**src/rtl/noc_arb_pkg.sv**
```systemverilog
// Shared types and defaults for the NoC round-robin arbiter.
// The packet-lock feature is enabled by defining ARB_PKT_LOCK_EN.
package noc_arb_pkg;

  localparam int DEF_NUM_IN     = 5;
  localparam int DEF_WIDTH      = 3;
  localparam int DEF_FIFO_DEPTH = 2;

  typedef enum logic {
    ARB_IDLE   = 1'b0,
    ARB_LOCKED = 1'b1
  } arb_state_e;

  // Index width that never collapses to zero bits for a single entry.
  function automatic int idx_width(input int n);
    return (n > 1) ? $clog2(n) : 1;
  endfunction

endpackage

```
**src/rtl/noc_arb_fifo.sv**
```systemverilog
// Per-input flit FIFO (payload plus last bit), no bypass path.
// Pointers carry one wrap bit so full and empty are distinguished without a counter.
module noc_arb_fifo #(
  parameter int DW    = 4,
  parameter int DEPTH = 2
) (
  input  logic          clk,
  input  logic          rst_n,
  input  logic          push,
  input  logic [DW-1:0] push_data,
  input  logic          pop,
  output logic          full,
  output logic          empty,
  output logic [DW-1:0] head
);

  localparam int AW = $clog2(DEPTH);
  localparam logic [AW:0] PTR_ONE = {{AW{1'b0}}, 1'b1};

  logic [DW-1:0] mem [DEPTH];
  logic [AW:0]   wr_ptr;
  logic [AW:0]   rd_ptr;
  logic          wr_en;
  logic          rd_en;

  assign wr_en = push & ~full;
  assign rd_en = pop & ~empty;
  assign empty = (wr_ptr == rd_ptr);
  assign full  = (wr_ptr[AW] != rd_ptr[AW]) && (wr_ptr[AW-1:0] == rd_ptr[AW-1:0]);
  assign head  = mem[rd_ptr[AW-1:0]];

  // Storage and pointer update.
  always_ff @(posedge clk or negedge rst_n) begin
    if (!rst_n) begin
      wr_ptr <= '0;
      rd_ptr <= '0;
      for (int i = 0; i < DEPTH; i++) begin
        mem[i] <= '0;
      end
    end else begin
      if (wr_en) begin
        mem[wr_ptr[AW-1:0]] <= push_data;
        wr_ptr              <= wr_ptr + PTR_ONE;
      end
      if (rd_en) begin
        rd_ptr <= rd_ptr + PTR_ONE;
      end
    end
  end

endmodule

```
**src/rtl/noc_rr_arbiter.sv**
```systemverilog
// N-input round-robin arbiter with per-input FIFOs and a registered output slot.
// Define ARB_PKT_LOCK_EN to hold the grant on one input until its tail flit.
module noc_rr_arbiter
  import noc_arb_pkg::*;
#(
  parameter int NUM_IN     = DEF_NUM_IN,
  parameter int WIDTH      = DEF_WIDTH,
  parameter int FIFO_DEPTH = DEF_FIFO_DEPTH,
  localparam int SW        = idx_width(NUM_IN)
) (
  input  logic                         clk,
  input  logic                         rst_n,
  input  logic [NUM_IN-1:0]            in_valid,
  input  logic [NUM_IN-1:0][WIDTH-1:0] in_data,
  input  logic [NUM_IN-1:0]            in_last,
  output logic [NUM_IN-1:0]            in_ready,
  output logic                         out_valid,
  output logic [WIDTH-1:0]             out_data,
  output logic                         out_last,
  output logic [SW-1:0]                out_src,
  input  logic                         out_ready
);

  localparam logic [SW-1:0] LAST_IDX = SW'(NUM_IN - 1);
  localparam logic [SW-1:0] ONE_IDX  = {{(SW-1){1'b0}}, 1'b1};
  localparam logic [SW:0]   NUM_W    = (SW+1)'(NUM_IN);

  logic [NUM_IN-1:0] push;
  logic [NUM_IN-1:0] pop;
  logic [NUM_IN-1:0] full;
  logic [NUM_IN-1:0] empty;
  logic [NUM_IN-1:0] elig;
  logic [WIDTH:0]    head [NUM_IN];

  logic              slot_free;
  logic              any_elig;
  logic              grant;
  logic              grant_last;
  logic              hit;
  logic [SW:0]       cand_wide;
  logic [SW-1:0]     cand;
  logic [SW-1:0]     pick;
  logic [SW-1:0]     pick_inc;
  logic [SW-1:0]     ptr;
  logic [SW-1:0]     ptr_next;

  assign in_ready = ~full;
  assign push     = in_valid & ~full;

  for (genvar g = 0; g < NUM_IN; g++) begin : g_fifo
    noc_arb_fifo #(
      .DW    (WIDTH + 1),
      .DEPTH (FIFO_DEPTH)
    ) u_fifo (
      .clk       (clk),
      .rst_n     (rst_n),
      .push      (push[g]),
      .push_data ({in_last[g], in_data[g]}),
      .pop       (pop[g]),
      .full      (full[g]),
      .empty     (empty[g]),
      .head      (head[g])
    );
  end

`ifdef ARB_PKT_LOCK_EN
  arb_state_e    state;
  arb_state_e    state_next;
  logic [SW-1:0] lock_idx;
  logic [SW-1:0] lock_idx_next;

  // While locked only the owning input may compete.
  always_comb begin
    elig = '0;
    for (int i = 0; i < NUM_IN; i++) begin
      elig[i] = ~empty[i] & ((state == ARB_IDLE) | (lock_idx == SW'(i)));
    end
  end
`else
  // Every non-empty input competes.
  always_comb begin
    elig = ~empty;
  end
`endif

  assign slot_free = ~out_valid | out_ready;
  assign grant     = slot_free & any_elig;

  // First eligible input scanning ptr, ptr+1, ... modulo NUM_IN.
  always_comb begin
    pick      = '0;
    any_elig  = 1'b0;
    hit       = 1'b0;
    cand_wide = '0;
    cand      = '0;
    for (int k = 0; k < NUM_IN; k++) begin
      cand_wide = {1'b0, ptr} + (SW+1)'(k);
      cand_wide = (cand_wide >= NUM_W) ? (cand_wide - NUM_W) : cand_wide;
      cand      = cand_wide[SW-1:0];
      hit       = ~any_elig & elig[cand];
      any_elig  = any_elig | hit;
      pick      = hit ? cand : pick;
    end
  end

  assign grant_last = head[pick][WIDTH];
  assign pick_inc   = (pick == LAST_IDX) ? '0 : (pick + ONE_IDX);

  // Pop strobe for the granted input.
  always_comb begin
    pop = '0;
    if (grant) begin
      pop[pick] = 1'b1;
    end else begin
      pop = '0;
    end
  end

  // Next pointer and lock state.
  always_comb begin
    ptr_next = ptr;
`ifdef ARB_PKT_LOCK_EN
    state_next    = state;
    lock_idx_next = lock_idx;
    if (grant) begin
      if (grant_last) begin
        state_next = ARB_IDLE;
        ptr_next   = pick_inc;
      end else begin
        state_next    = ARB_LOCKED;
        lock_idx_next = pick;
      end
    end else begin
      state_next = state;
    end
`else
    if (grant) begin
      ptr_next = pick_inc;
    end else begin
      ptr_next = ptr;
    end
`endif
  end

  // Round-robin pointer and lock registers.
  always_ff @(posedge clk or negedge rst_n) begin
    if (!rst_n) begin
      ptr <= '0;
`ifdef ARB_PKT_LOCK_EN
      state    <= ARB_IDLE;
      lock_idx <= '0;
`endif
    end else begin
      ptr <= ptr_next;
`ifdef ARB_PKT_LOCK_EN
      state    <= state_next;
      lock_idx <= lock_idx_next;
`endif
    end
  end

  // Output slot: reload when free, hold under backpressure.
  always_ff @(posedge clk or negedge rst_n) begin
    if (!rst_n) begin
      out_valid <= 1'b0;
      out_data  <= '0;
      out_last  <= 1'b0;
      out_src   <= '0;
    end else if (slot_free) begin
      out_valid <= grant;
      if (grant) begin
        out_data <= head[pick][WIDTH-1:0];
        out_last <= grant_last;
        out_src  <= pick;
      end
    end
  end

endmodule

```
**config.mk**
```make
export PLATFORM = sky130hd
export DESIGN_NAME = noc_rr_arbiter
export DESIGN_NICKNAME = d
export VERILOG_FILES = /design/src/rtl/noc_arb_pkg.sv /design/src/rtl/noc_arb_fifo.sv /design/src/rtl/noc_rr_arbiter.sv
export SDC_FILE = /design/constraint.sdc
export NUM_CORES = 1
export LEC_CHECK = 0
export BUFFER_PORTS_ARGS = -buffer_cell sky130_fd_sc_hd__buf_2
export CAP_MARGIN = 20
export CORE_UTILIZATION = 43
export CTS_CLUSTER_SIZE = 24
export DETAILED_ROUTE_END_ITERATION = 8
export HOLD_SLACK_MARGIN = 0.1
export PLACE_DENSITY_LB_ADDON = 0.15
export SLEW_MARGIN = 30
export SYNTH_ARGS = -nofsm -noshare
export SYNTH_HDL_FRONTEND = slang
export SYNTH_SLANG_ARGS = --single-unit
export TNS_END_PERCENT = 5
```
**constraint.sdc**
```tcl
create_clock -name clk -period 8.8 [get_ports clk]
set_input_delay 1.76 -clock clk [delete_from_list [all_inputs] [get_ports clk]]
set_output_delay 1.76 -clock clk [all_outputs]
set_load 0.02 [all_outputs]
```
==> results of run 1 <==
critical path, delay by kind of cell, from the launching register on:
kind / cells / cell delay (ns)
adders and majority gates: 1 / 0.50
AOI/OAI and AO/OA: 6 / 2.35
DFF: 1 / 0.65
buffers and inverters: 1 / 0.22
and+or+nand+nor: 3 / 0.66
sequential cells by signal, indices dropped and copies added, names as in the netlist:
signal,count
out_last,1
out_valid,1
ptr,3
g_fifo.u_fifo.mem,40
g_fifo.u_fifo.rd_ptr,10
g_fifo.u_fifo.wr_ptr,10
out_src,3
out_data,3
cells in the mapped netlist, types with 2 or more instances:
master,number
a211o_1,2
a22oi_1,4
nor3b_1,2
inv_1,7
o22a_1,2
nand2_1,29
and3_1,2
nor2b_1,9
nor4b_1,3
buf_2,6
a21o_1,8
o32ai_1,2
xor2_1,12
buf_6,3
o21ai_0,2
nand4_1,2
and2_1,3
a211oi_1,6
a2111oi_1,2
o2111ai_1,2
nand3_1,12
dfrtp_1,71
mux2i_1,23
nor3_1,6
buf_4,2
o22ai_1,3
a2111oi_0,4
mux2_2,46
nand3_2,2
inv_2,2
or2_2,5
a21oi_1,4
xnor2_1,18
a2111o_1,4
a31oi_1,10
nor2_1,25
clkbuf_1,9
o21ai_1,2
ha_1,8
nand2b_1,8
area by class of cell:
cell class / count / area, um2 / area share (%)
Tap cell: 129 / 161 / 3.41
Timing Repair Buffer: 41 / 211 / 4.46
Sequential cell: 71 / 1780 / 37.5
Clock inverter: 5 / 81.3 / 1.72
Clock buffer: 11 / 141 / 2.98
Inverter: 9 / 33.8 / 0.713
Multi-Input combinational cell: 296 / 2330 / 49.2
through the flow:
step / instance area, um2 / utilization [%]
3_5_place_dp: 4510 / 47.9
2_1_floorplan: 4270 / -
4_1_cts: 4730 / 50.3
6_report: 4740 / 50.3
3_3_place_gp: 4510 / 47.9
5_1_grt: 4740 / 50.3
cells by family (layout without fill, tap and decap cells):
logic type      after synthesis  after routing  synth area share [%]
compound gates               71             71                  13.6
flops                        71             71                  41.6
xor+xnor                     30             30                  6.16
buf+inv                      30             66                  3.78
mux                          69             69                  17.5
fa+ha+maj                     9              9                  2.81
simple gates                117            117                  14.5
per-layer routing:
layer | wire (um) | vias up | track usage [%]
met1 | 4250 | 1546 | 26.0
met3 | 357 | 13 | 4.21
met4 | 143 | 0 | 7.02
met5 | 0 | - | 0
li1 | - | 1513 | -
met2 | 4440 | 57 | 33.1
worst paths after layout:
path,to,cells past startpoint,start
min in group asynchronous,g_fifo[3].u_fifo.wr_ptr[0],2,rst_n
hold reg to reg,g_fifo[0].u_fifo.rd_ptr[1],1,g_fifo[0].u_fifo.rd_ptr[1]
setup / recovery,ptr[1],11,ptr[0]
max in group asynchronous,out_src[2],2,rst_n
hold / removal,g_fifo[0].u_fifo.rd_ptr[1],1,g_fifo[0].u_fifo.rd_ptr[1]
setup reg to reg,ptr[1],11,ptr[0]
==> impl_metrics.yaml, run 1 <==
logic_synthesis:
  synthArstFlopShare_pct: 100
  synthCells: 397
  synth_area_leaders: "dfrtp_1 (42%), mux2_2 (12%), mux2i_1 (5.4%)"
  synth_seq_cells: 71
  ys.flop_type: "dfrtp_1"
  synth_cell_types: 65
  synth_top_area_share_pct: 41.6
  syn_area_per_cell_um2: 10.8
  ys_seq_area_share_pct: 41.6
  synth_edf_count: 0
  yosys_warnings: 0
  yosys.area.top_type: "dfrtp_1"
  synth_nets: 434
  syn_area_um2: 4270
worst_setup_path:
  critPathKind: "register to register"
  crit_fanout: 14
  cp-start-kind: "register"
  crit_slowest_cell: "dfrtp_1"
  end_kind: "register"
  max_stage_delay_ns: 0.65
  required_ns: 9.02
  arrival_ns: 4.73
  crit_path_cell_trace: "inv_2 > ha_1 > a2111oi_0 > a2111oi_1 > a31oi_1 > and3_1 > nand3_2 > o31a_1 > a22oi_2 > nand2_1 > a31o_1"
  rrSetupSlack_ns: 4.29
cts:
  clk_pin_slew_worst_paths_ns: 0.08
  cts_max_path_buffers: 2
  cts-buffers-inserted: 9
  cts_setup_buffers: 0
  postCtsHoldBufs: 0
  cts_tree: "done"
  clock_latency_ns: 0.34
  htreeDepth: 3
  cts-root-buf: "clkbuf_8"
  cts_resized: 0
  cts.sinks: 71
cells_and_area:
  antenna_cells: 0
  final_common_cell: "dfrtp_1"
  area_growth_pct: 11.0
  drive_gt1_share_pct: 27.9
  layout_common_cells: "dfrtp_1 (71), mux2_2 (46), buf_2 (40), nand2_1 (29), nor2_1 (25)"
  final_cells: 562
  nFillCells: 880
  nets: 465
sta:
  relSlewSlack_pct: 47.7
  hold_viol: 0
  setup_ws_ns: 4.29
  rsz0062_at_grt: "no"
  skew_ns: 0.0136
  drv_slew: 0
  worst_pin_slew_ns: 0.784
  max_freq_mhz: 222
  setup_viol: 0
  fin_hold_ws_ns: 0.490
  setup_tns_ns: 0
  period_minus_slack_ns: 4.51
  fin_crit_sh_pct: 51.2
die:
  core_um2: 9420
  io_pins: 41
  die_h_um: 102
  rows: 35
  die_w_um: 102
  die_area_um2: 10300
  initial_utilization_pct: 45.3
global_routing:
  antenna_found_initial: 0
  grtUsageTotal_pct: 20.0
  first_global_vias: 3202
  grt_overflow: 0
  grt_max_degree: 72
  grt_pass1_wl_um: 15800
route:
  drc: 0
  drtPass1Iterations: 4
  vias_per_cell: 5.57
  antenna_left: 0
  avgRoutedWirePerCell_um: 16.3
  drt_iter0_drc: 128
  vias: 3129
  routed_wl_um: 9190
placed_design:
  hpwl_um: 6910
  gp_congestion: 0.867
  port-buffer-count: 40
  dp_slack_ns: 4.44
  dp.cells: 546
outcome:
  status: "complete, no violations"
worst_hold_path:
  min_path_type: "register to register"
job:
  cap_violations: 0
Power of run 1 is not shown: default switching activity piles up to over one toggle a cycle in this logic, so the estimate is an artifact.
==> run 2, diff against run 1 <==
==> constraint.sdc (replaced) <==
create_clock -name clk -period 3.7 [get_ports clk]
set_input_delay 0.74 -clock clk [delete_from_list [all_inputs] [get_ports clk]]
set_output_delay 0.74 -clock clk [all_outputs]
set_load 0.02 [all_outputs]
==> run 2 against run 1 <==
Design area grew 12%. Global-route usage is essentially flat. Sequential cell count is the same. Via count grew 5.9%. Sequential share of layout area shrank 4.1 points. Core utilization grew 6.2 points. Clock skew is essentially flat. Critical endpoint is now g_fifo[1].u_fifo.rd_ptr[1].
==> impl_metrics.yaml, run 2 (synthesized netlist as in run 1, its figures left out) <==
worst_setup_path:
  rr_worst_depth: 15
  required_ns: 3.92
  rrSetupSlack_ns: 0.07
  cp-endpoint: "g_fifo[1].u_fifo.rd_ptr[1]"
  worstReg2RegEnd: "g_fifo[1].u_fifo.rd_ptr[1]"
  cp-start-kind: "register"
  r2r_start: "ptr[1]"
  critPathKind: "register to register"
  critPathLaunch: "ptr[1]"
  crit_fanout: 7
  arrival_ns: 3.85
  end_kind: "register"
die:
  die_area_um2: 10300
  io_pins: 41
  initial_utilization_pct: 45.3
  core_um2: 9420
  die_h_um: 102
  rows: 35
  die_w_um: 102
sta:
  relSlewSlack_pct: 55.9
  hold_viol: 0
  worst_pin_slew_ns: 0.659
  period_minus_slack_ns: 3.63
  fin_crit_sh_pct: 98.0
  setup_ws_ns: 0.0732
  drv_slew: 0
  max_freq_mhz: 276
  rsz0062_at_grt: "yes"
  skew_ns: 0.0138
  setup_viol: 0
cells_and_area:
  top_regs: "g_fifo.u_fifo.mem (40), g_fifo.u_fifo.rd_ptr (10), g_fifo.u_fifo.wr_ptr (10)"
  area_growth_pct: 24.7
  final_common_cell: "dfrtp_1"
  layout_common_cells: "dfrtp_1 (70), mux2_2 (46), buf_4 (43), buf_2 (40), nand2_1 (29)"
  antenna_cells: 0
  drive_gt1_share_pct: 41.6
  largest_register_ffs: 40
  nFillCells: 830
  nets: 508
  largest-register: "g_fifo.u_fifo.mem"
cts:
  htreeDepth: 3
  cts_max_path_buffers: 2
  cts.sinks: 71
  cts_tree: "done"
  cts-root-buf: "clkbuf_8"
  clock_latency_ns: 0.34
  cts-buffers-inserted: 9
  clk_pin_slew_worst_paths_ns: 0.07
placed_design:
  port-buffer-count: 40
  dp_slack_ns: -0.103
  gp_congestion: 0.885
  hpwl_um: 7300
outcome:
  status: "complete, no violations"
global_routing:
  grt_max_degree: 47
  grt_overflow: 0
  grtUsageTotal_pct: 20.1
  antenna_found_initial: 0
  first_global_vias: 3217
  grt_pass1_wl_um: 15900
route:
  routed_wl_um: 10100
  drc: 0
  avgRoutedWirePerCell_um: 16.7
  antenna_left: 0
  vias_per_cell: 5.48
  drt_iter0_drc: 127
  drtPass1Iterations: 4
  vias: 3314
worst_hold_path:
  min_path_type: "input port to async pin"
job:
  cap_violations: 0
## run 2: cell count changes in the layout (fill, tap and decap cells not counted), moves of 3 or more
cell       delta
mux2i_1       -3
ha_1          -5
a21o_1        -3
a2111oi_0     -3
ha_4          +4
xnor2_2       +4
buf_4        +43
xnor2_1       -4
inv_1         -3
a2111oi_4     +5
## run 2: layer usage
metal	part of all wire (%)	up-vias	global-route usage, %
met2	49	71	32.5
met5	0	-	0
met4	2.0	0	6.69
li1	-	1592	-
met1	45	1633	27.0
met3	3.5	18	3.73
## run 2: worst min path at each step
stage	start	end	slack, ns	depth (start not counted)
final	rst_n	g_fifo[3].u_fifo.wr_ptr[0]	0.19	1
after detailed placement	g_fifo[0].u_fifo.rd_ptr[1]	g_fifo[0].u_fifo.rd_ptr[1]	0.48	1
after global routing	rst_n	g_fifo[3].u_fifo.wr_ptr[0]	0.18	1
after global placement	out_src[2]	out_src[2]	0.48	1
after CTS	rst_n	g_fifo[3].u_fifo.wr_ptr[0]	0.18	1
after floorplan	rst_n	g_fifo[0].u_fifo.mem[0]	0.44	0
## run 2: layout make-up
class | count | area (um2) | share of cell area (%)
Sequential cell | 71 | 1780 | 33.4
Tap cell | 129 | 161 | 3.03
Multi-Input combinational cell | 296 | 2620 | 49.2
Timing Repair Buffer | 84 | 534 | 10.0
Clock inverter | 6 | 61.3 | 1.15
Clock buffer | 10 | 128 | 2.40
Inverter | 9 | 40.0 | 0.752
## run 2: through the flow
step	hold WS (ns)	area (um2)	util, %	cells	setup TNS (ns)
global route	0.185	5320	56.5	605	-0.554
floorplan	0.444	4270	-	397	0
CTS	0.182	5010	53.2	599	0
finish	0.193	5320	56.5	605	0
detailed placement	0.479	4780	50.8	582	-0.268
global placement	0.479	4780	50.8	582	0
## run 2: timing repair
item                                   4_1_cts  5_1_grt
resized for setup                            8       42
setup endpoints to repair                   11       18
hold buffers                                 0        0
pin swaps                                    2       14
setup buffers                                1        7
endpoints found under the hold margin        0        0
## run 2: critical path: stages (launching register included)
cell,delay [ns]
dfrtp_2,0.42
buf_4,0.16
clkinvlp_4,0.17
ha_2,0.25
a21o_1,0.25
a2111oi_4,0.42
a2111oi_4,0.11
a31oi_2,0.26
nand3_2,0.17
o32a_1,0.36
o22ai_1,0.18
o211a_4,0.25
inv_4,0.05
buf_4,0.13
and4_1,0.18
xor2_1,0.14
Power of run 2 is left out for the same reason.
